### src/rtl/pulse_pkg.sv
// rtl/pulse_pkg.sv - shared types and constants for the pulse conditioning blocks
package pulse_pkg;

  // Threshold / counter width, shared with the pulse extender.
  localparam int THRESH_W = 8;

  // Smallest legal stability threshold; a zero request is raised to this.
  localparam logic [THRESH_W-1:0] THRESH_MIN = 8'd1;

  typedef enum logic [1:0] {
    IDLE_LOW,
    WAIT_HIGH,
    IDLE_HIGH,
    WAIT_LOW
  } deb_state_t;

  // Clamp a requested threshold into 1..255.
  function automatic logic [THRESH_W-1:0] coerce_thresh(input logic [THRESH_W-1:0] value);
    return (value < THRESH_MIN) ? THRESH_MIN : value;
  endfunction

endpackage

### src/rtl/sync_ff.sv
// rtl/sync_ff.sv - multi-flop synchroniser for a single asynchronous bit
module sync_ff #(
  parameter int STAGES = 2
) (
  input  logic in_clock,
  input  logic in_reset_n,
  input  logic in_d,
  output logic out_q
);

  logic [STAGES-1:0] chain;

  // Shift the raw bit through the chain; only the last flop is used downstream.
  always_ff @(posedge in_clock or negedge in_reset_n) begin
    if (!in_reset_n) begin
      chain <= '0;
    end else begin
      chain <= {chain[STAGES-2:0], in_d};
    end
  end

  assign out_q = chain[STAGES-1];

endmodule

### src/rtl/pulse_debouncer.sv
// rtl/pulse_debouncer.sv - synchronise and debounce a raw pulse into level and edge events
module pulse_debouncer
  import pulse_pkg::*;
#(
  parameter int SYNC_STAGES    = 2,
  parameter int DEFAULT_THRESH = 4
) (
  input  logic                in_clock,
  input  logic                in_reset_n,
  input  logic                in_set,
  input  logic [THRESH_W-1:0] in_value,
  output logic                out_ack,
  input  logic                in_raw,
  output logic                out_level,
  output logic                out_pulse,
  output logic                out_fall
);

  logic                s;
  logic [THRESH_W-1:0] thresh;
  logic [THRESH_W-1:0] cnt;
  logic [THRESH_W-1:0] cnt_nxt;
  deb_state_t          state;
  deb_state_t          state_nxt;
  logic                level_nxt;
  logic                pulse_nxt;
  logic                fall_nxt;

  sync_ff #(
    .STAGES (SYNC_STAGES)
  ) u_sync_raw (
    .in_clock   (in_clock),
    .in_reset_n (in_reset_n),
    .in_d       (in_raw),
    .out_q      (s)
  );

  // Threshold register and its acknowledge; a new value takes effect on the following edge.
  always_ff @(posedge in_clock or negedge in_reset_n) begin
    if (!in_reset_n) begin
      thresh  <= THRESH_W'(DEFAULT_THRESH);
      out_ack <= 1'b0;
    end else begin
      out_ack <= in_set;
      if (in_set) begin
        thresh <= coerce_thresh(in_value);
      end
    end
  end

  // FSM state, stability counter and registered outputs.
  always_ff @(posedge in_clock or negedge in_reset_n) begin
    if (!in_reset_n) begin
      state     <= IDLE_LOW;
      cnt       <= '0;
      out_level <= 1'b0;
      out_pulse <= 1'b0;
      out_fall  <= 1'b0;
    end else begin
      state     <= state_nxt;
      cnt       <= cnt_nxt;
      out_level <= level_nxt;
      out_pulse <= pulse_nxt;
      out_fall  <= fall_nxt;
    end
  end

  // Next state: a level is committed only after thresh+1 consecutive matching samples of s.
  always_comb begin
    state_nxt = state;
    cnt_nxt   = cnt;
    level_nxt = out_level;
    pulse_nxt = 1'b0;
    fall_nxt  = 1'b0;
    case (state)
      IDLE_LOW: begin
        if (s) begin
          state_nxt = WAIT_HIGH;
          cnt_nxt   = THRESH_W'(1);
        end
      end
      WAIT_HIGH: begin
        if (!s) begin
          state_nxt = IDLE_LOW;
          cnt_nxt   = '0;
        end else if (cnt >= thresh) begin
          state_nxt = IDLE_HIGH;
          level_nxt = 1'b1;
          pulse_nxt = 1'b1;
          cnt_nxt   = '0;
        end else begin
          cnt_nxt = cnt + THRESH_W'(1);
        end
      end
      IDLE_HIGH: begin
        if (!s) begin
          state_nxt = WAIT_LOW;
          cnt_nxt   = THRESH_W'(1);
        end
      end
      WAIT_LOW: begin
        if (s) begin
          state_nxt = IDLE_HIGH;
          cnt_nxt   = '0;
        end else if (cnt >= thresh) begin
          state_nxt = IDLE_LOW;
          level_nxt = 1'b0;
          fall_nxt  = 1'b1;
          cnt_nxt   = '0;
        end else begin
          cnt_nxt = cnt + THRESH_W'(1);
        end
      end
      default: begin
        state_nxt = IDLE_LOW;
        cnt_nxt   = '0;
      end
    endcase
  end

endmodule

### config.mk
export PLATFORM = sky130hd
export DESIGN_NAME = pulse_debouncer
export DESIGN_NICKNAME = d
export VERILOG_FILES = /design/src/rtl/pulse_pkg.sv /design/src/rtl/sync_ff.sv /design/src/rtl/pulse_debouncer.sv
export SDC_FILE = /design/constraint.sdc
export NUM_CORES = 1
export LEC_CHECK = 0
export CAP_MARGIN = 10
export CORE_AREA = 2 2 67 69
export CTS_CLUSTER_DIAMETER = 30
export CTS_CLUSTER_SIZE = 25
export DETAILED_ROUTE_END_ITERATION = 7
export DIE_AREA = 0 0 69 71
export GPL_TIMING_DRIVEN = 1
export MAX_ROUTING_LAYER = met4
export PLACE_DENSITY = 0.56
export SLEW_MARGIN = 10
export SYNTH_ARGS = -nofsm -noshare
export SYNTH_HDL_FRONTEND = slang
export SYNTH_HIERARCHICAL = 1
export SYNTH_SLANG_ARGS = --single-unit
### constraint.sdc
create_clock -name in_clock -period 3.15 [get_ports in_clock]
set_clock_uncertainty 0.05 [all_clocks]
set_input_delay 0.63 -clock in_clock [delete_from_list [all_inputs] [get_ports in_clock]]
set_output_delay 0.63 -clock in_clock [all_outputs]
set_load 0.01 [all_outputs]
==> metrics.log <==
INFO  metric ys_seq_area_frac = 0.4938
INFO  metric critical_path.endpoint_type = flip-flop
INFO  metric fin_crit_sh = 0.6939
INFO  metric cell_rows = 24
INFO  metric synth_seq_cells = 24
INFO  metric logic_gate_share_of_total_power = 0.272
INFO  metric detailed_place_hpwl = 1802 um
INFO  metric worst_hold_path_type = reg2reg
INFO  metric synth_area_leader_cell = sky130_fd_sc_hd__dfrtp_1
INFO  metric design.final.nets = 159
INFO  metric timing.critical_path.from_type = flip-flop
INFO  metric grt_antenna_before_repair = 0
INFO  metric final.setup.tns = 0 ps
INFO  metric final_antenna_net_count = 0
INFO  metric io_pins = 16
INFO  metric required = 3250 ps
INFO  metric totalWireLength = 2323 um
INFO  metric global_route.usage.total = 0.1090
INFO  metric synthToLayoutAreaGrowth = 22.90%
INFO  metric synth_area_leaders = sky130_fd_sc_hd__dfrtp_1 (47%), sky130_fd_sc_hd__ha_1 (9.2%), sky130_fd_sc_hd__o21ai_0 (4.5%), sky130_fd_sc_hd__inv_1 (4.0%), sky130_fd_sc_hd__nand2_1 (3.7%)
INFO  metric place_ws = 959.2 ps
INFO  metric final_hold_viol_count = 0
INFO  metric worst_r2r_path_depth = 7
INFO  metric worst_r2r_startpoint = thresh[2]$_DFFE_PN1P_
INFO  metric port_buffers = 15
INFO  metric synth-warning-count = 6
INFO  metric timing.slew.headroom = 0.6637
INFO  metric status = finished clean
INFO  metric clock_path_buffers = 2
INFO  metric holdBufCountCts = 0
INFO  metric post_synth_instance_area = 1219 sq um
INFO  metric dieArea = 4899 sq um
INFO  metric switching_share = 0.2947
INFO  metric detail_route.drc_violations = 0
INFO  metric power.static_leakage = 0.6817 nW
INFO  metric reg2reg_setup_slack = 960 ps
INFO  metric placement.cell_area = 1426 sq um
INFO  metric p_sw = 0.2664 mW
INFO  metric finalWeightedCongestion = 0.7960
INFO  metric cts-resized-gates = 0
INFO  metric postCtsSetupRepairBufs = 0
INFO  metric finalWorstPathRequiredPeriod = 2186 ps
INFO  metric worstReg2RegEnd = cnt[7]$_DFFE_PN0P_
INFO  metric holdPathStages = 0
INFO  metric netlist-cell-type-count = 35
INFO  metric root_cell_of_the_clock_tree = sky130_fd_sc_hd__clkbuf_8
INFO  metric hold_path_startpoint = u_sync_raw/chain[0]$_DFF_PN0_
INFO  metric crit_fanout = 11
INFO  metric firstDrtPassIters = 4
INFO  metric routed_via_density = 4.677
INFO  metric synth_cells = 119
INFO  metric p_int = 0.6375 mW
INFO  metric source_to_sink_clock_delay_at_the_later_pin_of_the_worst_skew_pair = 260 ps
INFO  metric cp_data_arrival_time = 2290 ps
INFO  metric cts_buffers = 3
INFO  metric max_slew.worst_pin.slew = 502.8 ps
INFO  metric synth.avg_cell_area = 10.24 sq um
INFO  metric design_area = 1498 sq um
INFO  metric synth_flop_cell = sky130_fd_sc_hd__dfrtp_1
INFO  metric wire_length_of_the_first_global_routing_pass = 4153 um
INFO  metric clock_power_share = 0.292
INFO  metric number_of_global_route_vias_before_repair = 922
INFO  metric ir_drop = 0.1884 mV
INFO  metric initial_core_util = 0.2899
INFO  metric fmaxAchievable = 457.5 MHz
INFO  metric sequentialPowerShare = 0.436
INFO  metric floorplan.die.height = 71 um
INFO  metric clk_sinks = 24
INFO  metric cts_clock_pin_slew_for_the_worst_setup_and_hold_paths = 90 ps
INFO  metric async_flop_share = 1.000
INFO  metric setup_ws = 964.3 ps
INFO  metric power_density = 603.5 nW/um^2
INFO  metric route.detailed.wl_per_inst = 12.29 um
INFO  metric chipWidth = 69 um
INFO  metric report.final.slew_viol_count = 0
INFO  metric drive_above_1_share = 0.09489
INFO  metric synthesis.nets = 140
INFO  metric setup_viol = 0
INFO  metric globalRouteOverflowTotal = 0
INFO  metric yosysTopAreaCellShare = 0.4723
INFO  metric n_antenna_cell = 0
INFO  metric first_iter_violations = 27
INFO  metric grt_setup_unrepaired = no
INFO  metric vias = 884
INFO  metric cts_tree = done
INFO  metric maximum_number_of_pins_on_one_net_before_global_route_repair = 25
INFO  metric count_of_h_tree_levels_built_during_cts = 1
INFO  metric synth_enable_flop_cells = 0
INFO  metric drv_cap = 0
INFO  metric timing.setup.critical_path_class = reg2reg
INFO  metric hold_end = u_sync_raw/chain[1]$_DFF_PN0_
INFO  metric fp.coreArea = 4204 sq um
## Yosys cell counts (2+ instances only)
cell type	instances
sky130_fd_sc_hd__inv_1	13
sky130_fd_sc_hd__nor4_1	2
sky130_fd_sc_hd__ha_1	9
sky130_fd_sc_hd__o21ai_0	11
sky130_fd_sc_hd__a21oi_1	7
sky130_fd_sc_hd__nor3_1	2
sky130_fd_sc_hd__nor2_1	9
sky130_fd_sc_hd__nand3_1	4
sky130_fd_sc_hd__dfrtp_1	23
sky130_fd_sc_hd__a22o_1	2
sky130_fd_sc_hd__nand2_1	12
sky130_fd_sc_hd__nand3b_1	2
## layout by cell type, fill, tap and decap left out, types with 2 or more instances in the layout
cell type	n
sky130_fd_sc_hd__dfrtp_1	23
sky130_fd_sc_hd__clkdlybuf4s50_1	15
sky130_fd_sc_hd__inv_1	13
sky130_fd_sc_hd__nand2_1	12
sky130_fd_sc_hd__o21ai_0	11
sky130_fd_sc_hd__nor2_1	9
sky130_fd_sc_hd__ha_1	9
sky130_fd_sc_hd__a21oi_1	7
sky130_fd_sc_hd__nand3_1	4
sky130_fd_sc_hd__clkbuf_8	3
sky130_fd_sc_hd__nor3_1	2
sky130_fd_sc_hd__nor4_1	2
sky130_fd_sc_hd__a22o_1	2
sky130_fd_sc_hd__nand3b_1	2
## how the worst max path moves through the flow
stage                         endpoint                  start  cells past startpoint  slack, ps
finish              cnt[7]$_DFFE_PN0P_  thresh[2]$_DFFE_PN1P_                      7        960
global route        cnt[7]$_DFFE_PN0P_  thresh[2]$_DFFE_PN1P_                      7        860
global placement    cnt[7]$_DFFE_PN0P_  thresh[2]$_DFFE_PN1P_                      7       1030
CTS                 cnt[7]$_DFFE_PN0P_  thresh[2]$_DFFE_PN1P_                      7        960
detailed placement  cnt[7]$_DFFE_PN0P_  thresh[2]$_DFFE_PN1P_                      7        960
floorplan           cnt[7]$_DFFE_PN0P_  thresh[2]$_DFFE_PN1P_                      7       1190
## worst max-delay path, stage by stage, from the launching register on
cell and delay (ps):
sky130_fd_sc_hd__dfstp_2 520, sky130_fd_sc_hd__inv_1 50, sky130_fd_sc_hd__ha_1 280, sky130_fd_sc_hd__o21ai_1 60, sky130_fd_sc_hd__a211o_1 300, sky130_fd_sc_hd__o21ba_1 290
sky130_fd_sc_hd__and3_2 250, sky130_fd_sc_hd__a221o_2 290
## per-stage QoR
stage                     utilization  hold slack, ps  std cells  power [mW]
after CTS                      0.3563           316.9        189      0.9181
after global placement         0.3393           285.0        185      0.6321
after floorplan                     -           281.2        119      0.5900
final                          0.3563           312.5        189      0.9039
after detailed placement       0.3393           295.7        185      0.6495
after global routing           0.3563           332.7        189      0.9685
## logic make-up after synthesis
family	count (synthesis)	synth area share
multiplexers	1	0.008214
XOR/XNOR	2	0.02054
AND/OR/NAND/NOR	36	0.1458
adder cells (fa/ha/maj)	9	0.09240
AO/OA/AOI/OAI	32	0.1869
flip-flops	24	0.4938
buffers and inverters	15	0.05236
## per-layer routing
layer  track usage  vias up  routed length [um]
met4       0.04575        0                  34
met2        0.1784       17                1126
met1        0.1330      413                1066
li1              -      452                   -
met5             -        -                   0
met3       0.01994        2                  95
## flip-flops by register name (all words and copies together), names as in the netlist, named ones only
signal	flops
out_level	1
out_pulse	1
cnt	8
state	1
out_ack	1
u_sync_raw/chain	2
out_fall	1
thresh	8
## layout make-up
type,count,area (sq um)
fill,422,2706
timing repair buffer,16,157.7
sequential,24,601.8
clock inverter,1,30.03
tap,52,65.06
clock buffer,3,41.29
inverter,13,48.80
multi-input combinational,80,553.0
## power by group through the flow
| stage | logic [mW] | registers [mW] | clock network, mW |
|---|---|---|---|
| 2_1_floorplan | 0.203 | 0.387 | 0 |
| 3_3_place_gp | 0.235 | 0.397 | 0 |
| 3_5_place_dp | 0.250 | 0.399 | 0 |
| 4_1_cts | 0.252 | 0.394 | 0.273 |
| 5_1_grt | 0.280 | 0.401 | 0.288 |
| 6_report | 0.246 | 0.394 | 0.264 |
Power figures use the tool's default switching activity.
